<file path="src/rtl/pulse_sequencer.sv">
// pulse_sequencer: steps the pulse generator through a table of timing sets; define PULSE_SEQ_LOOP_EN to repeat the table until stopped
module pulse_sequencer #(
   parameter int DEPTH_LOG2 = 3,
   parameter int SHOT_W = 16
) (
   input  logic                  clk_pll,
   input  logic                  reset,
   input  logic [31:0]           period,
   input  logic                  start,
   input  logic                  stop,
   input  logic [DEPTH_LOG2-1:0] num_steps,
   input  logic [SHOT_W-1:0]     shots,
   input  logic                  tbl_we,
   input  logic [DEPTH_LOG2-1:0] tbl_addr,
   input  logic [1:0]            tbl_sel,
   input  logic [31:0]           tbl_data,
   output logic                  run,
   output logic [31:0]           p1width,
   output logic [31:0]           p2start,
   output logic [31:0]           delay,
   output logic [DEPTH_LOG2-1:0] step,
   output logic [SHOT_W-1:0]     shot_cnt,
   output logic                  frame_start,
   output logic                  busy,
   output logic                  done
);
   localparam int DEPTH = 1 << DEPTH_LOG2;
`ifdef PULSE_SEQ_LOOP_EN
   localparam bit LOOP = 1'b1;
`else
   localparam bit LOOP = 1'b0;
`endif
   typedef enum logic [1:0] {IDLE, LOAD, RUN, DONE} state_t;
   state_t state;
   logic [31:0] tbl_p1 [DEPTH];
   logic [31:0] tbl_p2 [DEPTH];
   logic [31:0] tbl_dl [DEPTH];
   logic [DEPTH_LOG2-1:0] last_step, next_step;
   logic [SHOT_W-1:0] shots_max;
   logic [31:0] fcnt;
   logic stop_pend, frame_end, stop_now, step_end, seq_end, finish;

   assign frame_end = fcnt == period;
   assign stop_now = stop_pend | stop;
   assign step_end = shot_cnt + SHOT_W'(1) == shots_max;
   assign seq_end = step_end && step == last_step;
   assign finish = seq_end && !LOOP;
   assign next_step = seq_end ? '0 : step + DEPTH_LOG2'(1);

   // table writes land in every state; outputs only see them at load points
   always_ff @(posedge clk_pll or posedge reset)
      if (reset) begin
         for (int i = 0; i < DEPTH; i++) begin
            tbl_p1[i] <= '0;
            tbl_p2[i] <= '0;
            tbl_dl[i] <= '0;
         end
      end else if (tbl_we) begin
         if (tbl_sel == 2'd0) tbl_p1[tbl_addr] <= tbl_data;
         if (tbl_sel == 2'd1) tbl_p2[tbl_addr] <= tbl_data;
         if (tbl_sel == 2'd2) tbl_dl[tbl_addr] <= tbl_data;
      end

   // run-level FSM: frame counter, shot/step bookkeeping and registered outputs
   always_ff @(posedge clk_pll or posedge reset)
      if (reset) begin
         state       <= IDLE;
         run         <= 1'b0;
         busy        <= 1'b0;
         done        <= 1'b0;
         frame_start <= 1'b0;
         p1width     <= '0;
         p2start     <= '0;
         delay       <= '0;
         step        <= '0;
         shot_cnt    <= '0;
         last_step   <= '0;
         shots_max   <= '0;
         fcnt        <= '0;
         stop_pend   <= 1'b0;
      end else begin
         case (state)
            IDLE, DONE:
               if (start) begin
                  state     <= LOAD;
                  busy      <= 1'b1;
                  done      <= 1'b0;
                  last_step <= num_steps;
                  shots_max <= (shots == '0) ? SHOT_W'(1) : shots;
                  step      <= '0;
                  shot_cnt  <= '0;
               end
            LOAD: begin
               state       <= RUN;
               run         <= 1'b1;
               frame_start <= 1'b1;
               fcnt        <= '0;
               stop_pend   <= 1'b0;
               p1width     <= tbl_p1[step];
               p2start     <= tbl_p2[step];
               delay       <= tbl_dl[step];
            end
            RUN:
               if (!frame_end) begin
                  fcnt        <= fcnt + 32'd1;
                  frame_start <= 1'b0;
                  stop_pend   <= stop_now;
               end else begin
                  fcnt        <= '0;
                  frame_start <= !(stop_now || finish);
                  if (stop_now) begin
                     state     <= IDLE;
                     run       <= 1'b0;
                     busy      <= 1'b0;
                     stop_pend <= 1'b0;
                  end else if (finish) begin
                     state <= DONE;
                     run   <= 1'b0;
                     busy  <= 1'b0;
                     done  <= 1'b1;
                  end else if (step_end) begin
                     step     <= next_step;
                     shot_cnt <= '0;
                     p1width  <= tbl_p1[next_step];
                     p2start  <= tbl_p2[next_step];
                     delay    <= tbl_dl[next_step];
                  end else
                     shot_cnt <= shot_cnt + SHOT_W'(1);
               end
            default: state <= IDLE;
         endcase
      end
endmodule
</file>
<file path="config.mk">
export PLATFORM = sky130hd
export DESIGN_NAME = pulse_sequencer
export DESIGN_NICKNAME = d
export VERILOG_FILES = /design/src/rtl/pulse_sequencer.sv
export SDC_FILE = /design/constraint.sdc
export NUM_CORES = 2
export LEC_CHECK = 0
export BUFFER_PORTS_ARGS = -buffer_cell sky130_fd_sc_hd__buf_2
export CAP_MARGIN = 0
export CORE_ASPECT_RATIO = 1.1
export CORE_UTILIZATION = 50
export CTS_CLUSTER_SIZE = 8
export DETAILED_ROUTE_END_ITERATION = 10
export PLACE_DENSITY = 0.67
export SLEW_MARGIN = 20
export SYNTH_ARGS = -nofsm -noshare
export SYNTH_HDL_FRONTEND = slang
export SYNTH_SLANG_ARGS = --single-unit
export TNS_END_PERCENT = 5
</file>
<file path="constraint.sdc">
create_clock -name clk_pll -period 84.5 [get_ports clk_pll]
set_clock_uncertainty 0.05 [all_clocks]
set_input_delay 16.9 -clock clk_pll [delete_from_list [all_inputs] [get_ports clk_pll]]
set_output_delay 16.9 -clock clk_pll [all_outputs]
set_load 0.03 [all_outputs]
</file>
==> results by stage <==
Outcome:
- The run finished with clean final reports.

STA:
- The final number of max-transition violations was 0.
- Adding up every negative setup slack in the final design gives 0 ns.
- Setup violations remaining at the end of the flow were counted as 0.
- For this run, the top clock speed supported by timing is 0.0496 GHz.
- The final cycle utilization of the critical path is 0.239.
- Counting I/O delays and the setup requirement, the final critical path takes 20.16 ns.
- The number of hold violations in the final report is 0.
- The slew at the pin closest to its max-slew limit is 1.10 ns.
- Headroom to the max-slew limit came out at 0.266.
- Setup repair after global routing left no endpoint under its margin.

Floorplan:
- Measured along the y axis, the die boundary spans 330 um.
- The number of placement rows is 120.
- The core region is 0.0973 mm2.
- The floorplan die area is 0.0993 mm2.
- The initial standard-cell utilization of the core is 0.504.
- The number of top-level design ports is 212.
- Measured along the x axis, the die boundary spans 300 um.

Clock network:
- The clock root buffer is clkbuf_16.
- Counting every sink on the clock net gives 941.
- Buffers inserted to repair hold after CTS numbered 0.
- Clock-pin slew was measured on the worst setup and hold paths at 0.05 ns.
- Buffers inserted during clock tree synthesis total 135.
- TritonCTS built the clock tree.
- The number of resized instances in the post-cts repair step is 0.
- The number of H-tree levels is 4.
- The number of buffers between clock root and the deepest sink is 3.
- The latest clock arrival within the worst-skew pair is 0.73 ns.
- Once the clock tree was built, the setup fixing pass inserted 0 buffers.

Place:
- The congestion estimate from routability-driven global placement came to 0.779.
- The number of buffers added on ports is 211.
- The number of placed instances, taps included, is 4945.
- The HPWL after detailed placement is 77100 um.

Finish:
- In the final design database the tool counted 3899 nets.
- After the flow finishes, the layout carries non-filler instances totaling 5098.
- The layout cell share with drive strength beyond 1 is 0.409.
- The post-synthesis to final-layout area growth is 11.5%.

Global routing:
- The number of global-route vias before repair is 34300.
- The global-route track usage on met2 is 0.462.
- For met1 alone, demand over resource in global routing was 0.386.
- The layer flagged by global routing as most heavily used is met2.
- The pin count of the biggest net entering global routing is 152.
- The overall routing resource usage is 0.285.
- The leftover overflow at the end of global routing is 0.
- The number of antenna violations at the first check in global routing is 7.
- The first-pass GRT wire length is 214000 um.
- For this run, global-route usage on met3 was measured as 0.0502.

Detailed routing:
- The detail route stage leaves a number of antenna-violating nets equal to 0.
- The final layout contains routed wiring with a total length of 140000 um.
- The detailed-routing iteration count for the pre-antenna-repair pass is 6.
- The first routing iteration left 2801 violations.
- The vias after detailed routing is 33700.
- The per-cell via count in the routed design is 6.60.
- The post-detailed-route wirelength per cell is 27.4 um.
- After detailed routing, the number of remaining DRC violations is 0.

Power and ir drop:
- The worst-case IR drop observed on VDD is 0.0192 mV.
- The total internal power is 1.01 mW.
- The static leakage is 22.6 nW.
- Of the total power, the share spent switching nets is 0.316.
- The share of total power dissipated in the clock network is 0.327.
- The combinational cell fraction of total power is 0.243.
- In this run the power density over the cells is 27.0 mW/mm2.
- Of the total power, registers draw 0.430.
- The net switching power of the design is 0.466 mW.

Setup path:
- At the worst endpoint, the arrival time is 20.82 ns.
- In this run the critical register-to-register path is captured at p2start[7]$_DFFE_PP0P_.
- The startpoint class of the critical path is an input port.
- The worst reg2reg path depth is 11.
- The most critical setup path has its startpoint at reset.
- The capturing element of the worst setup path is tbl_p2[70]$_DFFE_PP0P_.
- The required time of the worst setup path is 85.16 ns.
- Setup slack on the worst reg-to-reg path comes out at 79.08 ns.
- The path type of the worst setup path is input port to async pin.
- The reg-to-reg critical path startpoint is shot_cnt[2]$_DFFE_PP0P_.
- The highest fanout seen on the critical path is 151.
- STA classifies the critical path endpoint as an async pin.

Yosys:
- In the synthesized netlist the async set-or-reset flop fraction comes to 1.00.
- Counting every net in the synthesized netlist gives 3838.
- Yosys printed 0 warnings.
- dfrtp_1 takes more of the synthesized area than any other cell.
- The sequential element share of the synthesized area is 0.481.
- Sorting the synthesized cells by how often they occur yields 941 x dfrtp_1, 831 x mux2_2, 259 x nor2_1.
- The area share of the largest cell type after synthesis is 0.481.
- dfrtp_1 is the most common cell in the netlist.
- Yosys mapped a number of flops with a built-in enable equal to 0.
- Yosys attributes the largest share of cell area to dfrtp_1 48%, mux2_2 19%, mux4_2 11%, mux2i_1 4.2%, nor2_1 2.0%.
- The number of different library cells in the post-synthesis netlist is 76.
- In the synthesized netlist, the number of instances is 3740.
- The most instantiated flip-flop cell in the synthesis netlist is dfrtp_1.
- In this run, synthesis produced a sequential element count of 941.
- The post-synth design cell area is 0.0490 mm2.
- After synthesis, the mean cell area works out to 13.1 um2.

Min path:
- The type of the worst min-delay path is flop to flop.

Run:
- The tool flagged a number of max-cap violations equal to 0.
[cells by family (layout without fill, tap and decap cells)]
| family | after synthesis | count (layout) | share of synthesized area |
|---|---|---|---|
| mux | 1283 | 1283 | 0.346 |
| simple gates | 546 | 546 | 0.0523 |
| compound gates | 512 | 512 | 0.0743 |
| other cells | 0 | 2 | 0 |
| flops | 941 | 941 | 0.481 |
| buf+inv | 367 | 442 | 0.0301 |
| fa+ha+maj | 5 | 5 | 0.00128 |
| xor+xnor | 86 | 86 | 0.0154 |
[critical path: stages]
cell    delay, ns
buf_2        0.13
inv_8        0.45
buf_4        0.83
buf_4        0.81
buf_12       0.63
buf_4        0.83
[power groups by stage]
| stage | combinational [mW] | sequential, mW | clock [mW] |
|---|---|---|---|
| finish | 0.358 | 0.633 | 0.481 |
| detailed placement | 0.359 | 0.637 | 0 |
| global route | 0.387 | 0.644 | 0.508 |
| CTS | 0.360 | 0.631 | 0.488 |
| floorplan | 0.232 | 0.650 | 0 |
| global placement | 0.350 | 0.633 | 0 |
[per-layer routing]
layer,part of all wire,vias to the layer above,routed length (um)
li1,-,14300,-
met1,0.42,17900,58500
met2,0.48,1216,67500
met3,0.064,285,8950
met4,0.032,10,4490
met5,0.00048,-,67
[sequential cells by signal, indices dropped and copies added, names as in the netlist, 32 cells and up]
register and flops:
tbl_p1 256, tbl_p2 256, tbl_dl 256, p1width 32, p2start 32, fcnt 32
delay 32
[per-stage QoR]
step	utilization	power, mW	worst slack (ns)	hold WS (ns)	instance area (um2)
final	0.561	1.47	64.34	0.439	54600
after global routing	0.561	1.54	63.71	0.481	54600
after CTS	0.561	1.48	64.13	0.441	54600
after detailed placement	0.524	0.996	63.37	0.429	51000
after global placement	0.524	0.983	63.35	0.428	51000
after floorplan	-	0.882	41.09	0.420	49000
[how the worst min path moves through the flow]
stage,cells past startpoint,endpoint,from,slack (ns)
floorplan,2,shots_max[0]$_DFFE_PP0P_,shots_max[0]$_DFFE_PP0P_,0.42
global placement,2,busy$_DFFE_PP0P_,busy$_DFFE_PP0P_,0.43
detailed placement,2,p1width[0]$_DFFE_PP0P_,p1width[0]$_DFFE_PP0P_,0.43
CTS,2,p1width[0]$_DFFE_PP0P_,p1width[0]$_DFFE_PP0P_,0.44
global route,2,p1width[0]$_DFFE_PP0P_,p1width[0]$_DFFE_PP0P_,0.48
finish,2,p1width[0]$_DFFE_PP0P_,p1width[0]$_DFFE_PP0P_,0.44
[layout make-up]
type | count | area [um2]
Fill cell | 8033 | 42700
Multi-Input combinational cell | 2432 | 24200
Sequential cell | 941 | 23600
Clock buffer | 143 | 3500
Timing Repair Buffer | 284 | 1640
Tap cell | 1281 | 1600
Clock inverter | 8 | 111
Inverter | 7 | 33.8
Antenna cell | 2 | 5.00
[layout by cell type, fill, tap and decap left out, types with 17 or more instances in the layout]
cell type	n
nand2_1	57
a22oi_1	43
mux2_2	831
buf_4	70
xnor2_1	57
o21ai_0	31
nand4_1	18
clkbuf_16	139
buf_2	211
mux4_2	246
nor2_1	244
a311oi_1	42
o211ai_1	64
mux2i_1	206
a221oi_1	42
o22ai_1	34
nor3_1	55
a31oi_1	37
a21oi_1	101
o221ai_1	28
dfrtp_1	938
nor4_1	18
nand3_1	57
xor2_1	29
o31ai_1	17
Note: power is estimated with default switching activity, not from simulation.
